===== src/rtl/uart_tx_ctrl.sv =====
// uart_tx_ctrl
// Sequencing controller for the UART transmitter output multiplexer.
// A word is accepted with Data_Valid while idle (or during the stop bit, for
// back-to-back frames). The controller then walks the mux select through
// start, DATA_WIDTH data bits (LSB first), an optional parity bit and one stop
// bit, one bit per CLK cycle.
//
// Ports:
//   CLK          TX bit clock, one serial bit per cycle
//   RST          asynchronous, active-low reset
//   P_DATA       parallel word to transmit
//   Data_Valid   P_DATA valid this cycle (pulse or level)
//   PAR_EN       1 = frame carries a parity bit
//   PAR_TYP      0 = even parity, 1 = odd parity
//   MUX_SEL      00 start, 01 stop/idle, 10 serial data, 11 parity
//   MUX_ser_data current data bit (LSB of the shift register)
//   MUX_par_bit  parity bit of the latched word
//   busy         high while a frame is in progress
module uart_tx_ctrl #(
    parameter int DATA_WIDTH = 8
) (
    input  logic                  CLK,
    input  logic                  RST,
    input  logic [DATA_WIDTH-1:0] P_DATA,
    input  logic                  Data_Valid,
    input  logic                  PAR_EN,
    input  logic                  PAR_TYP,
    output logic [1:0]            MUX_SEL,
    output logic                  MUX_ser_data,
    output logic                  MUX_par_bit,
    output logic                  busy
);

    localparam int              CNT_W    = $clog2(DATA_WIDTH);
    localparam logic [CNT_W-1:0] LAST_BIT = CNT_W'(DATA_WIDTH - 1);

    typedef enum logic [2:0] {
        IDLE,
        START,
        DATA,
        PARITY,
        STOP
    } state_t;

    state_t                  state_reg;
    state_t                  state_next;
    logic [DATA_WIDTH-1:0]   data_sr_reg;
    logic [DATA_WIDTH-1:0]   data_sr_shifted;
    logic [CNT_W-1:0]        bit_cnt_reg;
    logic                    par_en_reg;
    logic                    par_bit_reg;
    logic                    accept;

    // A new word is only taken when no frame is occupying the line, or in the
    // final stop cycle so consecutive frames run without an idle gap.
    assign accept = Data_Valid && ((state_reg == IDLE) || (state_reg == STOP));

    // Right shift with zero fill: the next data bit moves into the LSB.
    genvar gi;
    generate
        for (gi = 0; gi < DATA_WIDTH - 1; gi++) begin : g_shift
            assign data_sr_shifted[gi] = data_sr_reg[gi + 1];
        end
    endgenerate
    assign data_sr_shifted[DATA_WIDTH-1] = 1'b0;

    // State register
    always_ff @(posedge CLK or negedge RST) begin
        if (!RST) begin
            state_reg <= IDLE;
        end else begin
            state_reg <= state_next;
        end
    end

    // Next-state logic
    always_comb begin
        state_next = state_reg;
        case (state_reg)
            IDLE:    if (accept) state_next = START;
            START:   state_next = DATA;
            DATA:    if (bit_cnt_reg == LAST_BIT) state_next = par_en_reg ? PARITY : STOP;
            PARITY:  state_next = STOP;
            STOP:    state_next = accept ? START : IDLE;
            default: state_next = IDLE;
        endcase
    end

    // Moore outputs decoded from the registered state
    always_comb begin
        MUX_SEL = 2'b01;
        case (state_reg)
            START:   MUX_SEL = 2'b00;
            DATA:    MUX_SEL = 2'b10;
            PARITY:  MUX_SEL = 2'b11;
            default: MUX_SEL = 2'b01;
        endcase
    end

    assign busy         = (state_reg != IDLE);
    assign MUX_ser_data = data_sr_reg[0];
    assign MUX_par_bit  = par_bit_reg;

    // Datapath: word/parity latch, shift register and bit counter
    always_ff @(posedge CLK or negedge RST) begin
        if (!RST) begin
            data_sr_reg <= '0;
            bit_cnt_reg <= '0;
            par_en_reg  <= 1'b0;
            par_bit_reg <= 1'b0;
        end else begin
            if (accept) begin
                data_sr_reg <= P_DATA;
                par_en_reg  <= PAR_EN;
                par_bit_reg <= (^P_DATA) ^ PAR_TYP;
            end else if (state_reg == DATA) begin
                data_sr_reg <= data_sr_shifted;
            end

            // Counter holds at the last index on the way out of DATA so it
            // never wraps, even when DATA_WIDTH is a power of two.
            if (state_reg == START) begin
                bit_cnt_reg <= '0;
            end else if ((state_reg == DATA) && (bit_cnt_reg != LAST_BIT)) begin
                bit_cnt_reg <= bit_cnt_reg + CNT_W'(1);
            end
        end
    end

endmodule

===== config.mk =====
export PLATFORM = sky130hd
export DESIGN_NAME = uart_tx_ctrl
export DESIGN_NICKNAME = d
export VERILOG_FILES = /design/src/rtl/uart_tx_ctrl.sv
export SDC_FILE = /design/constraint.sdc
export NUM_CORES = 1
export LEC_CHECK = 0
export BUFFER_PORTS_ARGS = -buffer_cell sky130_fd_sc_hd__buf_4
export CELL_PAD_IN_SITES_DETAIL_PLACEMENT = 1
export CELL_PAD_IN_SITES_GLOBAL_PLACEMENT = 2
export CORE_ASPECT_RATIO = 1.25
export CORE_MARGIN = 5
export CORE_UTILIZATION = 30
export DETAILED_ROUTE_END_ITERATION = 7
export PLACE_DENSITY_LB_ADDON = 0.12
export REMOVE_ABC_BUFFERS = 1
export SYNTH_ARGS = -nofsm -noshare
export SYNTH_HDL_FRONTEND = slang
export SYNTH_SLANG_ARGS = --single-unit

===== constraint.sdc =====
create_clock -name CLK -period 2.3 [get_ports CLK]
set_input_delay 0.23 -clock CLK [delete_from_list [all_inputs] [get_ports CLK]]
set_output_delay 0.23 -clock CLK [all_outputs]
set_load 0.02 [all_outputs]

==> summary.txt, run 1 <==
Worst Hold Slack -> 163 ps
Yosys cell types -> 22
First-pass GRT wire length -> 3450 um
Remaining global-route overflow -> 0
Synthesized area per cell -> 9.98 um^2
DRT iter0 DRCs -> 2
Number of setup violations in the final report -> 0
Min-delay worst type -> in -> reg
Seq/Total Area, Yosys -> 46.1%
Dpl cell area -> 1020 um^2
Synth warn -> 0
Residual DRC -> 0
CTS tree -> done
Layout area overhead -> 21.2%
Vias in the first global route -> 780
Initial antenna violation count -> 0
Max Clk Rate -> 0.624 GHz
Row Count -> 21
Final period util -> 69.7%
Setup TNS -> 0 ps
Total iterations of the first detailed-routing run -> 2
PortBufs -> 17
Post-synth top area share -> 46.1%
Synth Cell Area -> 868 um^2
Max-slew headroom -> 61.0%
Width of the chip -> 58.1 um
Via count -> 664
Core Box Area -> 2730 um^2
Fraction of layout cells with a size suffix above 1 -> 22.9%
Area contributors post-synth -> dfrtp_1, mux2i_1, a21oi_1
P_leak -> 0.482 nW
Worst-Margin Slew -> 585 ps
CP cell instances -> or3_1 -> buf_4
Largest net degree at the start of global routing -> 17
Diode count -> 0
Vias/cell -> 4.78
Final Slew Violations -> 0
Die height -> 70.2 um
Kind of end point of the critical path -> primary output
Hold Vio Cnt, Final -> 0
PwrDens -> 1230 nW/um^2
Worst Path Arrival -> 1370 ps
Die area -> 4080 um^2
Routed WL -> 1900 um
Cells after synthesis -> 87
Initial Util -> 31.8%
Gpl congestion -> 0.710
Worst Path Required -> 2070 ps
Status -> complete, no violations
Power Total -> 1.30 mW
Post-DRT Antenna Nets -> 0
Minimum clock period -> 1600 ps
Crit path kind -> reg -> out
Synth Register Bits -> 16
Crit Path Max Fanout -> 12
Fill cells -> 340
CTS resizes -> 0
Root buf cell -> clkbuf_4
Total global-route track usage -> 11.0%
VDD IR max -> 0.394 mV
Cts bufs inserted -> 3
Delay-heaviest family, CP -> flip-flops
H-tree levels -> 1
Fin util -> 38.5%
Critical path buffer and inverter count -> 1
I/O pins -> 18
Worst Skew -> 2.47 ps
Slowest-stage cell, CP -> dfrtp_1
Slowest stage delay, CP -> 530 ps
MaxCap Viol Count -> 0
Max reg flops -> 8
Worst setup SP type -> register
Worst skew pair latency -> 280 ps
Wire per inst -> 13.7 um
Top cell type by total area after synthesis -> dfrtp_1
Clk sinks -> 16
Final instance area -> 1050 um^2
Reg clk slew, reported paths -> 90 ps
Nets@finish -> 122
Deepest clock path buffer count -> 2
Postcts setup bufs -> 0
Detailed-placement wirelength estimate -> 1480 um
RSZ-0062 raised after global routing -> no
stage by stage:
stage | setup slack [ps] | cells
2_1_floorplan | 744 | 83
3_3_place_gp | 789 | 135
3_5_place_dp | 724 | 135
4_1_cts | 668 | 139
5_1_grt | 539 | 139
6_report | 698 | 139
cells in the mapped netlist:
cell type,count
inv_1,5
nor3b_2,1
or3_1,1
nand4b_1,1
a22oi_1,2
a21oi_2,1
mux2_4,1
clkbuf_1,1
o21ai_0,6
xnor3_1,1
nand4_1,1
nor2_1,11
nor3_1,1
ha_1,2
xnor2_1,5
xor2_1,2
nand2b_1,4
a21oi_1,11
buf_4,3
dfrtp_1,16
nand2_1,4
mux2i_1,7
routing by layer:
layer / part of all wire, % / global-route usage [%]
met5: 0 / 0
met3: 3.5 / 2.21
met4: 0.74 / 5.41
met2: 55 / 19.6
met1: 41 / 11.9
path summary, 6_finish.rpt:
kind                                               start                          to  slack (ps)  cells past startpoint
worst max-delay path            state_reg[0]$_DFFE_PN0P_                        busy         700                      2
worst min-delay path                              PAR_EN      par_en_reg$_DFFE_PN0N_         160                      3
worst max register to register  state_reg[1]$_DFFE_PN0P_  data_sr_reg[0]$_DFFE_PN0P_         740                      4
worst min register to register  state_reg[2]$_DFFE_PN0P_    state_reg[1]$_DFFE_PN0P_         500                      1
max in group asynchronous                            RST  data_sr_reg[4]$_DFFE_PN0P_        1770                      2
min in group asynchronous                            RST  bit_cnt_reg[0]$_DFFE_PN0P_         340                      2
cell families after synthesis:
group / share of synthesized area, %
xor+xnor: 9.65
mux: 9.80
flops: 46.1
simple gates: 13.8
compound gates: 12.5
buf+inv: 5.19
fa+ha+maj: 2.88
layout by cell type, fill, tap and decap left out, types with 2 or more instances in the layout:
master     n
nand2_1    4
buf_4     18
nor2_1    11
nand2b_1   4
dfrtp_1   16
inv_1      5
clkbuf_4   3
mux2i_1    7
a22oi_1    2
a21oi_1   11
o21ai_0    6
xnor2_1    5
ha_1       2
xor2_1     2
tightest hold or removal path: cells and delay by family:
kind                   cells  cell delay (ps)
AOI/OAI and AO/OA          1               60
buffers and inverters      1               80
and+or+nand+nor            1               40
area by class of cell:
type,count,area (um^2),share of cell area (%)
multi-input cells,62,423,40.2
flip-flops and latches,16,400,38.0
repair buffers,19,145,13.8
well taps,34,42.5,4.04
clock buffers,3,22.5,2.14
inverters,5,18.8,1.78
power by group:
part	total (mW)	internal, mW	switching, mW	leakage, nW
sequential	0.514	0.407	0.108	0.191
clock	0.147	0.0607	0.0861	0.0138
combinational	0.634	0.293	0.341	0.278
timing repair:
action | 4_1_cts | 5_1_grt
hold endpoints to repair | 16 | 0
hold buffers | 1 | 0
endpoints found under the setup margin | 0 | 0
Power figures use the tool's default switching activity.
==> run 2: changes to the inputs <==
- CORE_UTILIZATION: 30 -> 29
- clock period: 2.3 -> 1.4 ns (I/O delays scaled with it)
==> run 2 against run 1 <==
- sequential power is 51% higher
- cell count increased by 13%
- cell area is 19% higher
- utilization rose by 4.2 points
- largest power group unchanged
- highest routed layer unchanged
- largest cell class unchanged
- the run now ends with setup timing left
==> summary.txt, run 2 (synthesis gave the netlist of run 1 again) <==
Critical Path Stages -> 3
PortBufs -> 17
Slowest stage delay, CP -> 420 ps
Residual DRC -> 0
CP cell instances -> buf_6 -> or3_4 -> buf_6
Final setup margin -> -57.5 ps
Detailed-placement wirelength estimate -> 1570 um
Via count -> 729
Worst Path Arrival -> 1320 ps
Wire per inst -> 13.5 um
PwrDens -> 2120 nW/um^2
First-pass GRT wire length -> 3760 um
Final period util -> 104%
Worst Skew -> 2.16 ps
Max Clk Rate -> 0.686 GHz
I/O pins -> 18
Kind of end point of the critical path -> primary output
Initial antenna violation count -> 0
Area of the multi-input gates -> 459 um^2
Initial Util -> 29.8%
Crit Path Max Fanout -> 3
Min-delay worst type -> in -> reg
Routed WL -> 2120 um
MaxCap Viol Count -> 0
Worst-Margin Slew -> 220 ps
Remaining global-route overflow -> 0
Die area -> 4200 um^2
Worst skew pair latency -> 280 ps
Layout area overhead -> 43.7%
Max-slew headroom -> 85.3%
Final Slew Violations -> 0
Sequential Area -> 400 um^2
Hold Vio Cnt, Final -> 0
Critical path endpoint -> busy
Fin util -> 42.8%
Max reg flops -> 8
Width of the chip -> 58.9 um
Commonest non-fill, non-tap cell in the layout -> buf_4
Worst setup SP type -> register
Core Box Area -> 2920 um^2
DRT iter0 DRCs -> 8
VDD IR max -> 0.930 mV
Slowest-stage cell, CP -> dfrtp_1
Status -> complete, but fails checks
Most common cell on crit path -> buf_6
CTS tree -> done
P_leak -> 0.572 nW
Total global-route track usage -> 11.5%
Launch point of the worst path -> state_reg[0]$_DFFE_PN0P_
Deepest clock path buffer count -> 2
Vias in the first global route -> 834
Root buf cell -> clkbuf_4
H-tree levels -> 1
Commonest non-fill, non-tap cells in the layout -> buf_4, dfrtp_1, nor2_1, a21oi_1, buf_6
Cts bufs inserted -> 3
Setup TNS -> -61.4 ps
Die height -> 71.2 um
Vias/cell -> 4.64
Fraction of layout cells with a size suffix above 1 -> 37.2%
Nets@finish -> 137
Critical path buffer and inverter count -> 2
Fill cells -> 363
Post-DRT Antenna Nets -> 0
Largest net degree at the start of global routing -> 17
R2r worst-path depth -> 4
RSZ-0062 raised after global routing -> yes
Clk sinks -> 16
Worst Path Required -> 1260 ps
Minimum clock period -> 1460 ps
Number of setup violations in the final report -> 2
Total iterations of the first detailed-routing run -> 2
Delay-heaviest family, CP -> flip-flops
Gpl congestion -> 0.688
RR Startpoint -> state_reg[0]$_DFFE_PN0P_
Crit path kind -> reg -> out
Reg2Reg Setup Slack -> 50 ps
End of the worst register-to-register path -> MUX_par_bit$_DFFE_PN0N_
Reg clk slew, reported paths -> 90 ps
Diode count -> 0
Row Count -> 22
Failing checks -> setup timing
[run 2: worst min-delay path by stage]
stage	startpoint	endpoint	slack [ps]	cells after the start
floorplan	RST	MUX_par_bit$_DFFE_PN0N_	-160	0
global placement	RST	bit_cnt_reg[0]$_DFFE_PN0P_	20	1
detailed placement	RST	bit_cnt_reg[0]$_DFFE_PN0P_	20	1
CTS	PAR_EN	par_en_reg$_DFFE_PN0N_	70	3
global route	PAR_EN	par_en_reg$_DFFE_PN0N_	80	3
finish	PAR_EN	par_en_reg$_DFFE_PN0N_	70	3
[run 2: final cells by class]
cell class | count | area share, %
timing repair buffer | 34 | 23.1
tap | 36 | 3.61
multi-input combinational | 62 | 36.8
inverter | 5 | 1.50
clock buffer | 4 | 2.91
sequential | 16 | 32.1
[run 2: power breakdown]
group          internal (mW)  switching, mW
logic                  0.814          0.751
registers              0.668          0.110
clock network          0.158          0.146
[run 2: timing repair]
action	4_1_cts	5_1_grt
setup endpoints to repair	3	12
resized for setup	8	8
buffers inserted	7	2
endpoints found under the hold margin	16	0
hold buffers	1	0
pin swaps	1	5
[run 2: per-stage QoR]
step                      hold slack (ps)  setup slack [ps]  instances  instance area [um^2]  power, mW
final                                70.9             -57.5        157                  1250       2.65
after global routing                 76.8              -113        157                  1250       2.90
after CTS                            67.7             -59.3        155                  1190       2.58
after detailed placement             19.5              2.38        143                  1070       2.06
after global placement               22.5              23.8        143                  1070       2.01
after floorplan                      -156              -156         83                   842       1.55
[run 2: metal layers]
layer | GRT usage, % | vias to the layer above | wire length [um]
met5 | 0 | - | 0
met4 | 3.78 | 0 | 17
li1 | - | 361 | -
met3 | 2.19 | 2 | 70
met2 | 21.1 | 9 | 1210
met1 | 12.8 | 357 | 823
[run 2: tightest hold or removal path, delay by kind of cell]
family	cells	cell delay (ps)
compound gates	1	60
buf+inv	1	80
simple gates	1	30
